### src/rtl/serial_parity_engine.sv
// serial_parity_engine
//   Bit-serial parity generator/checker for the UART Tx and Rx datapaths.
//   Parity is accumulated one bit at a time as data streams past. In check
//   mode the received parity bit is sampled after the data bits and compared
//   against the computed one.
//
// Handshake: a bit is consumed on a rising Clock edge where BitValid=1 and
//   the engine is in ACCUM or PARITY. There is no back-pressure; idle cycles
//   (BitValid=0) may appear anywhere in a frame.
//
// Ports
//   Clock        system clock, rising edge
//   Reset        asynchronous, active-high reset
//   Start        one-cycle frame start pulse (honoured in IDLE only)
//   Check        sampled at Start: 0 = generate, 1 = check
//   ParityType   sampled at Start: 000 none, 001 odd, 010 even, 011 mark,
//                100 space, others none
//   DataLen      sampled at Start: data bits per frame, clamped 5..DATA_WIDTH
//   BitValid     BitIn qualifier
//   BitIn        serial data bit, or received parity bit in PARITY
//   Abort        synchronous cancel, frame dropped
//   Busy         high in every state except IDLE
//   ParityEn     latched: mode is not none
//   ParityOut    computed parity bit, held until the next Start
//   ParityError  check mode mismatch flag, held until the next Start
//   Done         one-cycle completion pulse
//   StateDbg     current FSM state (debug visibility)
module serial_parity_engine #(
  parameter int DATA_WIDTH = 8,
  parameter int LEN_W      = 5
) (
  input  logic             Clock,
  input  logic             Reset,
  input  logic             Start,
  input  logic             Check,
  input  logic [2:0]       ParityType,
  input  logic [LEN_W-1:0] DataLen,
  input  logic             BitValid,
  input  logic             BitIn,
  input  logic             Abort,
  output logic             Busy,
  output logic             ParityEn,
  output logic             ParityOut,
  output logic             ParityError,
  output logic             Done,
  output logic [1:0]       StateDbg
);

  typedef enum logic [1:0] {
    IDLE   = 2'd0,
    ACCUM  = 2'd1,
    PARITY = 2'd2,
    DONE   = 2'd3
  } state_t;

  localparam logic [2:0] MODE_NONE  = 3'b000;
  localparam logic [2:0] MODE_ODD   = 3'b001;
  localparam logic [2:0] MODE_EVEN  = 3'b010;
  localparam logic [2:0] MODE_MARK  = 3'b011;
  localparam logic [2:0] MODE_SPACE = 3'b100;

  localparam logic [LEN_W-1:0] MIN_LEN = LEN_W'(5);
  localparam logic [LEN_W-1:0] MAX_LEN = LEN_W'(DATA_WIDTH);

  state_t           stateQ, stateNext;
  logic             checkQ;
  logic [2:0]       modeQ;
  logic [LEN_W-1:0] lenQ;
  logic             accQ;
  logic [LEN_W-1:0] countQ;

  logic [2:0]       modeIn;
  logic [LEN_W-1:0] lenIn;
  logic             accNext;
  logic [LEN_W-1:0] countNext;
  logic             lastBit;

  function automatic logic parityBit(input logic [2:0] mode, input logic acc);
    case (mode)
      MODE_ODD:  parityBit = ~acc;
      MODE_EVEN: parityBit = acc;
      MODE_MARK: parityBit = 1'b1;
      default:   parityBit = 1'b0;
    endcase
  endfunction

  // Reserved ParityType codes collapse to none so the rest of the logic
  // only ever sees the five legal modes.
  always_comb begin
    modeIn = MODE_NONE;
    if (ParityType == MODE_ODD || ParityType == MODE_EVEN ||
        ParityType == MODE_MARK || ParityType == MODE_SPACE)
      modeIn = ParityType;
  end

  always_comb begin
    lenIn = DataLen;
    if (DataLen < MIN_LEN)      lenIn = MIN_LEN;
    else if (DataLen > MAX_LEN) lenIn = MAX_LEN;
  end

  // countQ stops at lenQ (<= DATA_WIDTH), so the increment cannot wrap.
  assign accNext   = accQ ^ BitIn;
  assign countNext = countQ + LEN_W'(1);
  assign lastBit   = BitValid && (countNext == lenQ);

  // Next-state logic
  always_comb begin
    stateNext = stateQ;
    case (stateQ)
      IDLE:   if (Start) stateNext = ACCUM;
      ACCUM:  if (lastBit)
                stateNext = (checkQ && modeQ != MODE_NONE) ? PARITY : DONE;
      PARITY: if (BitValid) stateNext = DONE;
      DONE:   stateNext = IDLE;
      default: stateNext = IDLE;
    endcase
    if (Abort) stateNext = IDLE;
  end

  always_ff @(posedge Clock or posedge Reset) begin
    if (Reset) stateQ <= IDLE;
    else       stateQ <= stateNext;
  end

  // Datapath: frame config, accumulator, counter and result flags
  always_ff @(posedge Clock or posedge Reset) begin
    if (Reset) begin
      checkQ      <= 1'b0;
      modeQ       <= MODE_NONE;
      lenQ        <= '0;
      accQ        <= 1'b0;
      countQ      <= '0;
      ParityEn    <= 1'b0;
      ParityOut   <= 1'b0;
      ParityError <= 1'b0;
    end else if (Abort) begin
      // ParityOut deliberately survives an abort.
      ParityError <= 1'b0;
    end else begin
      case (stateQ)
        IDLE: if (Start) begin
          checkQ      <= Check;
          modeQ       <= modeIn;
          lenQ        <= lenIn;
          accQ        <= 1'b0;
          countQ      <= '0;
          ParityError <= 1'b0;
          ParityEn    <= (modeIn != MODE_NONE);
        end
        ACCUM: if (BitValid) begin
          accQ   <= accNext;
          countQ <= countNext;
          if (lastBit) ParityOut <= parityBit(modeQ, accNext);
        end
        PARITY: if (BitValid) ParityError <= (BitIn != ParityOut);
        default: ;
      endcase
    end
  end

  assign Busy     = (stateQ != IDLE);
  assign Done     = (stateQ == DONE);
  assign StateDbg = stateQ;

endmodule

### config.mk
export PLATFORM = sky130hd
export DESIGN_NAME = serial_parity_engine
export DESIGN_NICKNAME = d
export VERILOG_FILES = /design/src/rtl/serial_parity_engine.sv
export SDC_FILE = /design/constraint.sdc
export NUM_CORES = 1
export LEC_CHECK = 0
export CORE_MARGIN = 1.5
export CORE_UTILIZATION = 50
export CTS_CLUSTER_DIAMETER = 50
export DETAILED_ROUTE_END_ITERATION = 10
export PLACE_DENSITY = 0.88
export SYNTH_ARGS = -nofsm -noshare
export SYNTH_HDL_FRONTEND = slang
export SYNTH_SLANG_ARGS = --single-unit
### constraint.sdc
create_clock -name Clock -period 2.4 [get_ports Clock]
set_clock_uncertainty 0.15 [all_clocks]
set_input_delay 0.72 -clock Clock [delete_from_list [all_inputs] [get_ports Clock]]
set_output_delay 0.72 -clock Clock [all_outputs]
set_load 0.1 [all_outputs]
* Word level (Yosys, flattened, before mapping)
Index checks and enable logic that the tools add are counted.
** Word-level totals
- Register bits after elaboration :: 20
- Bits in latches :: 0
- RAM bits :: 0
- Memory bits (read-only) :: 0
- Logic and storage cells :: 67
- Memories :: 0
** Operators by class
- Add/subtract/negate cells :: 1
- Multiply operators :: 0
- Div/mod/pow operators :: 0
- Order comparisons :: 2
- Eq/ne operators :: 17
- Shift-type cells :: 0
- Multiplexer cells :: 19
- Bitwise gates (word level) :: 3
- Reductions and logical operators :: 16
** Operator list (count)
- $mux 5 :: 4
- $eq 3x2->1 const B :: 4
- $pmux 5 s2 :: 1
- $ne 3x3->1 const B :: 3
- $reduce_and 3->1 :: 3
- $reduce_bool 3->1 :: 3
- $mux 2 :: 4
- $pmux 2 s4 :: 1
- $reduce_and 4->1 :: 2
- $eq 3x1->1 const B :: 2
- $add 5x1->5 const B :: 1
- $eq 5x5->1 :: 1
- $gt 5x4->1 const B :: 1
- $lt 5x3->1 const B :: 1
- $mux 1 :: 5
- $eq 2x2->1 const B :: 2
- $ne 2x2->1 const B :: 2
- $pmux 1 s2 :: 2
- $reduce_bool 2->1 :: 2
- $eq 3x3->1 const B :: 1
- $logic_or 1x1->1 :: 3
- $mux 3 :: 1
- $pmux 1 s3 :: 1
- $eq 2x1->1 const B :: 1
- 5 further kinds :: 7

* Longest topological paths before layout
Gate-level depths: netlist of run 1.
- Word-level depth :: 6
- Depth in mapped cells :: 7
- Depth with buffers taken out :: 7

* Least setup slack after synthesis of run 1
Ideal clock, no wire load.
- Path type :: flip-flop to flip-flop
- Start :: reg stateQ[0], in the netlist StateDbg[0]
- End :: reg stateQ[0], in the netlist StateDbg[0]
- Arrival time :: 2.914 ns
- Required time :: 2.163 ns
- Setup slack :: -0.750 ns
- Stages on the path, launching flop included :: 7
- Clock period less this slack :: 3.150 ns
- Path through :: dfrtp_1 inv_1 ha_1 inv_1 o22ai_1 a211o_1 a211oi_2
** On the way
- Cells in the longest elaborated chain, start to end :: 3
** RTL lines
- start, declared :: line 65 : state_t stateQ, stateNext;
- start signal, assigned :: line 123 : else stateQ <= stateNext;
- $eq 2x2->1 (tied with other cells) :: line 110 : case (stateQ)
- $pmux 2 s4 or $ne 3x3->1 (tied branches)
- $mux 2 or $reduce_and 3->1 (tied branches)
Several ways; a longest one is shown, not always the timed one.
A chain may end at the register's enable or synchronous reset.

* Final worst setup path of run 1
- Start :: reg stateQ[1], in the netlist StateDbg[1]
- End :: out Busy
** On the way
- Cells in the longest elaborated chain, start to end :: 1
** RTL lines
- $reduce_bool 2->1 :: line 162 : assign Busy = (stateQ != IDLE);
- end, declared :: line 41 : output logic Busy,
No other way between the ends.

==> results of run 1 <==
## metrics by stage
step / area (um2) / cells / TNS [ns] / total power [mW] / setup WS (ns)
floorplan: 1197 / 122 / -0.03800 / 1.280 / -0.03800
global placement: 1526 / 174 / 0 / 1.586 / 0.1757
detailed placement: 1526 / 174 / 0 / 1.627 / 0.1255
CTS: 1577 / 178 / 0 / 1.847 / 0.03216
global route: 1584 / 179 / 0 / 1.950 / 0.02389
finish: 1584 / 179 / 0 / 1.841 / 0.09817
## kinds of logic (layout without fill, tap and decap cells)
family          Yosys count  count (layout)  share of synthesized area (%)
compound gates           25              25                          16.04
xor+xnor                  9               9                          6.738
fa+ha+maj                 6               6                          6.417
buf+inv                  10              39                          3.851
flops                    20              20                          42.78
mux                       6               6                          5.348
simple gates             46              46                          18.82
## layout make-up
cell class,count,share of cell area [%]
Multi-Input combinational cell,92,41.23
Sequential cell,20,31.91
Timing Repair Buffer,28,20.22
Clock buffer,4,2.291
Tap cell,28,2.212
Inverter,7,2.133
## routing by layer
metal	track usage, %	wire [um]	share of wire, %	vias up
met4	7.895	16	0.64	0
li1	-	-	-	482
met5	0	0	0	-
met2	37.61	1285	52	29
met3	3.801	94	3.8	2
met1	25.56	1096	44	466
## registers in the layout, summed over array words and instances, names as in the netlist
signal / flops
modeQ: 3
ParityOut: 1
ParityEn: 1
lenQ: 5
StateDbg: 2
countQ: 5
checkQ: 1
ParityError: 1
accQ: 1
## power by group through the flow
stage               Sequential, mW  Combinational, mW  Clock [mW]
global route                 0.555               1.18       0.218
CTS                          0.542               1.10       0.202
global placement             0.536               1.05           0
finish                       0.541               1.11       0.192
detailed placement           0.546               1.08           0
floorplan                    0.717              0.563           0
## cells in the final DEF (no fill, tap or decap), drive strengths merged, types with 4 or more instances in the layout
cell type / count
xnor2: 6
nor2: 8
dfrtp: 20
nand2b: 4
nand3: 4
clkdlybuf4s50: 14
mux2i: 4
nand2: 19
inv: 5
o21ai: 9
clkbuf: 4
buf: 14
ha: 6
## final timing paths
check                                   startpoint                 endpoint  slack, ns  cells after the start
hold / removal                modeQ[0]$_DFFE_PP0P_     modeQ[0]$_DFFE_PP0P_       0.37                      2
setup / recovery           StateDbg[1]$_DFFE_PP0P_                     Busy        0.1                      4
min in group asynchronous                    Reset      lenQ[1]$_DFFE_PP0P_       0.58                      3
setup reg to reg             countQ[0]$_DFFE_PP0P_  StateDbg[0]$_DFFE_PP0P_       0.18                      6
max in group asynchronous                    Reset  StateDbg[0]$_DFFE_PP0P_       1.29                      3
hold reg to reg               modeQ[0]$_DFFE_PP0P_     modeQ[0]$_DFFE_PP0P_       0.37                      2
## timing repair
action | 4_1_cts | 5_1_grt
setup endpoints to repair | 1 | 1
pin swaps | 0 | 0
resized for setup | 2 | 0
setup buffers | 0 | 1
## worst reg2reg max path, cell delays in order, from the launching register on
cell and delay [ns]:
dfrtp_1 0.45, ha_1 0.30, o21ba_1 0.21, a221oi_2 0.29, o2111ai_2 0.20, a211o_1 0.33
a211oi_2 0.22
==> impl_metrics.env, run 1 <==
export IMPL_crit_required_ns=1.53
export IMPL_synth_top_cell_by_area="dfrtp_1"
export IMPL_grt_pass1_vias=934
export IMPL_drt_iter0_drc=14
export IMPL_synth_top_area_share_pct=42.78
export IMPL_seq_area_um2=505.5
export IMPL_synthMostInstantiatedCell="dfrtp_1"
export IMPL_post_drt_wl_per_cell_um=13.92
export IMPL_p_seq_share_pct=29.4
export IMPL_netlist_top_cells_count="dfrtp_1, nand2_1, o21ai_0"
export IMPL_syn2layout_area_growth_pct=35.40
export IMPL_maxSlewViolCount=0
export IMPL_dp_hpwl_um=1936
export IMPL_wl_um=2492
export IMPL_switching_share_pct=47.34
export IMPL_rsz0062_at_grt="false"
export IMPL_syn_num_nets=143
export IMPL_std_cell_rows=17
export IMPL_arrival_ns=1.43
export IMPL_cts_sinks=20
export IMPL_crit_path_end_kind="primary output"
export IMPL_grt_max_degree=21
export IMPL_synth_area_mm2=0.001170
export IMPL_gr_total_overflow=0
export IMPL_via_per_inst=5.469
export IMPL_yosysSeqAreaShare_pct=42.78
export IMPL_crit_chain="inv_1 > ha_4 > clkinvlp_4 > buf_12"
export IMPL_hold_viol_final=0
export IMPL_io_buffers=21
export IMPL_place_gp_congestion=0.8350
export IMPL_first_pass_iters=4
export IMPL_max_freq_ghz=0.4344
export IMPL_synth_edf_count=0
export IMPL_cts_buffers=3
export IMPL_multi_input_area_um2=653.1
export IMPL_track_usage_pct=21.28
export IMPL_vias=979
export IMPL_cp_buffers_inverters=3
export IMPL_clk_insertion_delay_late_ns=0.30
export IMPL_dieHeight_um=51.37
export IMPL_internal_power_uw=969.2
export IMPL_avgSynthCellArea_um2=9.589
export IMPL_crit_family="flip-flops"
export IMPL_p_leak_nw=0.6857
export IMPL_max_cap_violations=0
export IMPL_die_x_um=51.37
export IMPL_cts_root_buf="clkbuf_4"
export IMPL_n_antenna_cell=0
export IMPL_synth_area_leaders="dfrtp_1, ha_1, nand2_1"
export IMPL_nFillCells=164
export IMPL_finalCritPeriodShare_pct=95.91
export IMPL_whs_ns=0.3693
export IMPL_start_util_pct=52.88
export IMPL_setup_viol_count_final=0
export IMPL_vdd_ir_drop_max_mv=1.022
export IMPL_power_density_mw_per_mm2=1162
export IMPL_cts_buffer_depth=2
export IMPL_nets=173
export IMPL_h_tree_depth=1
export IMPL_drc=0
export IMPL_final_util_pct=71.61
export IMPL_cts_hold_buffers=0
export IMPL_critPathKind="flop to primary output"
export IMPL_synthCells=122
export IMPL_status="finished, final reports clean"
export IMPL_worstSetupStartpointType="flop"
export IMPL_crit_slowest_cell="dfrtp_2"
export IMPL_grt_pass1_wl_um=4064
export IMPL_ios=22
export IMPL_p_comb_share_pct=60.2
export IMPL_synth_seq_cells=20
export IMPL_cts_clk_slew_worst_paths_ns=0.11
export IMPL_antenna_left=0
export IMPL_clkPwrFrac_pct=10.4
export IMPL_path_max_fanout=6
export IMPL_min_period_ns=2.302
export IMPL_core_area_mm2=0.002212
export IMPL_p_switching_uw=871.3
export IMPL_worstMarginPinSlew_ns=0.4082
export IMPL_cts_tree="built"
export IMPL_synth_distinct_cells=34
export IMPL_layout_drive_gt1_share_pct=21.19
export IMPL_dieArea_mm2=0.002639
export IMPL_slew_headroom_pct=72.44
export IMPL_antenna_found_initial=0
export IMPL_worst_hold_path_type="flop to flop"
export IMPL_async_flop_share_pct=100.0
export IMPL_synth_ff_type="dfrtp_1"
export IMPL_max_stage_delay_ns=0.48
export IMPL_yosys_warnings=0
Power figures use the tool's default switching activity.
==> inputs of run 2 (changes only) <==
--- a/config.mk
+++ b/config.mk
@@ -5,11 +5,13 @@
 export SDC_FILE = /design/constraint.sdc
 export NUM_CORES = 1
 export LEC_CHECK = 0
+export CELL_PAD_IN_SITES_DETAIL_PLACEMENT = 1
+export CELL_PAD_IN_SITES_GLOBAL_PLACEMENT = 1
 export CORE_MARGIN = 1.5
-export CORE_UTILIZATION = 50
+export CORE_UTILIZATION = 39
 export CTS_CLUSTER_DIAMETER = 50
 export DETAILED_ROUTE_END_ITERATION = 10
-export PLACE_DENSITY = 0.88
+export PLACE_DENSITY = 0.89
 export SYNTH_ARGS = -nofsm -noshare
 export SYNTH_HDL_FRONTEND = slang
 export SYNTH_SLANG_ARGS = --single-unit
==> run 2 against run 1 <==
The flow now finishes with violations (DRC). Critical path depth did not move. Worst setup slack got worse by 0.050 ns. Cell count rose by 2.8%. Core utilization fell by 15 points. Routed wire length rose by 21%. Cell area rose by 0.87%. Non-clock buffer count rose by 2. Total power rose by 1.9%. Count of clock-buffer cells in the layout did not move. Via count rose by 3.0%. Fmax fell by 2.1%. Largest cell class unchanged.
==> impl_metrics.env, run 2 (synthesis gave the netlist of run 1 again) <==
export IMPL_status="finished with violations"
export IMPL_violations="DRC"
export IMPL_switching_share_pct=48.92
export IMPL_internal_power_uw=957.9
export IMPL_nets=175
export IMPL_std_cell_rows=19
export IMPL_largest_registers="countQ: 5 flops, lenQ: 5 flops, modeQ: 3 flops"
export IMPL_gr_usage_met3_pct=4.018
export IMPL_worstMarginPinSlew_ns=0.4062
export IMPL_use_met2_pct=35.88
export IMPL_grt_busiest_layer="met2"
export IMPL_clkPwrFrac_pct=9.2
export IMPL_vdd_ir_drop_max_mv=0.6301
export IMPL_grt_pass1_wl_um=5154
export IMPL_p_comb_share_pct=62.1
export IMPL_cts_sinks=20
export IMPL_worstSetupStartpointType="flop"
export IMPL_start_util_pct=41.70
export IMPL_dp_hpwl_um=2426
export IMPL_place_gp_congestion=0.7493
export IMPL_dpl_cell_area_mm2=0.001538
export IMPL_via_per_inst=5.478
export IMPL_met1_usage_pct=24.22
export IMPL_core_area_mm2=0.002805
export IMPL_grt_max_degree=21
export IMPL_setup_viol_count_final=0
export IMPL_ios=22
export IMPL_vias=1008
export IMPL_crit_path_end_kind="primary output"
export IMPL_wl_um=3018
export IMPL_final_cell_mix="nand2_1, dfrtp_1, clkdlybuf4s50_1"
export IMPL_first_pass_iters=7
export IMPL_dieHeight_um=57.77
export IMPL_syn2layout_area_growth_pct=36.58
export IMPL_arrival_ns=1.48
export IMPL_track_usage_pct=20.28
export IMPL_min_period_ns=2.352
export IMPL_drc=4
export IMPL_p_leak_nw=0.6900
export IMPL_layout_drive_gt1_share_pct=22.22
export IMPL_finalCritPeriodShare_pct=98.01
export IMPL_n_antenna_cell=0
export IMPL_antenna_found_initial=0
export IMPL_post_drt_wl_per_cell_um=16.40
export IMPL_p_seq_share_pct=28.7
export IMPL_antenna_left=0
export IMPL_io_buffers=21
export IMPL_final_common_cell="nand2_1"
export IMPL_max_cap_violations=0
export IMPL_clk_insertion_delay_late_ns=0.31
export IMPL_worst_hold_path_type="flop to flop"
export IMPL_max_freq_ghz=0.4251
export IMPL_p_switching_uw=917.4
export IMPL_drt_iter0_drc=17
export IMPL_h_tree_depth=1
export IMPL_fin_area_mm2=0.001598
export IMPL_dieArea_mm2=0.003337
export IMPL_crit_required_ns=1.53
export IMPL_cts_tree="built"
export IMPL_hold_viol_final=0
export IMPL_power_density_mw_per_mm2=1174
export IMPL_grt_pass1_vias=1110
export IMPL_die_x_um=57.77
export IMPL_cts_root_buf="clkbuf_4"
export IMPL_critPathKind="flop to primary output"
export IMPL_final_util_pct=56.96
export IMPL_cts_buffer_depth=2
export IMPL_maxSlewViolCount=0
export IMPL_path_max_fanout=5
export IMPL_cts_clk_slew_worst_paths_ns=0.12
export IMPL_cts_buffers=3
export IMPL_gr_total_overflow=0
export IMPL_slew_headroom_pct=72.58
## run 2: changes by cell type in the layout (fill, tap and decap cells not counted)
cell      delta
buf_4        +2
clkbuf_1     +1
clkbuf_8     -1
nor3_1       -1
nor3_2       +1
## run 2: final timing paths
path,startpoint,endpoint,slack [ns],depth (start not counted)
worst max-delay path,StateDbg[0]$_DFFE_PP0P_,Busy,0.05,4
worst min-delay path,lenQ[0]$_DFFE_PP0P_,lenQ[0]$_DFFE_PP0P_,0.36,2
worst max register to register,countQ[1]$_DFFE_PP0P_,ParityOut$_DFFE_PP0P_,0.18,6
worst min register to register,lenQ[0]$_DFFE_PP0P_,lenQ[0]$_DFFE_PP0P_,0.36,2
max in group asynchronous,Reset,StateDbg[0]$_DFFE_PP0P_,1.28,3
min in group asynchronous,Reset,ParityError$_DFFE_PP0P_,0.58,3
## run 2: metrics by stage
| stage | cells | power, mW | setup TNS, ns | worst slack [ns] | hold WS, ns |
|---|---|---|---|---|---|
| 6_report | 184 | 1.875 | 0 | 0.04788 | 0.3608 |
| 2_1_floorplan | 122 | 1.280 | -0.03800 | -0.03800 | 0.3131 |
| 4_1_cts | 182 | 1.863 | 0 | 0.01931 | 0.3651 |
| 5_1_grt | 184 | 1.996 | -0.004950 | -0.004950 | 0.4025 |
| 3_5_place_dp | 178 | 1.670 | 0 | 0.03411 | 0.3384 |
| 3_3_place_gp | 178 | 1.612 | 0 | 0.1491 | 0.3248 |
## run 2: power groups by stage
stage	clock network, mW	logic (mW)	registers [mW]
after global placement	0	1.08	0.533
after floorplan	0	0.563	0.717
final	0.172	1.17	0.538
after global routing	0.194	1.25	0.553
after detailed placement	0	1.13	0.543
after CTS	0.177	1.15	0.539
## run 2: what timing repair did
action                     in CTS  in global routing
cloned                          0                  0
resized for setup               2                  1
hold buffers                    0                  0
setup endpoints to repair       1                  2
pin swaps                       0                  0
setup buffers                   0                  2
## run 2: cell type report
class | count | area, um2
Fill cell | 316 | 1207
Inverter | 7 | 33.78
Clock buffer | 4 | 26.28
Tap cell | 31 | 38.79
Sequential cell | 20 | 505.5
Timing Repair Buffer | 30 | 335.3
Multi-Input combinational cell | 92 | 658.1
## run 2: worst max-delay path: stages, from the launching register on
cell	delay [ns]
dfrtp_4	0.54
clkinvlp_4	0.13
ha_4	0.18
clkinvlp_4	0.13
buf_12	0.19
## run 2: per-layer routing
layer	wire length [um]	share of wire [%]
met4	54	1.8
met3	128	4.2
met5	0	0
met1	1231	41
met2	1604	53
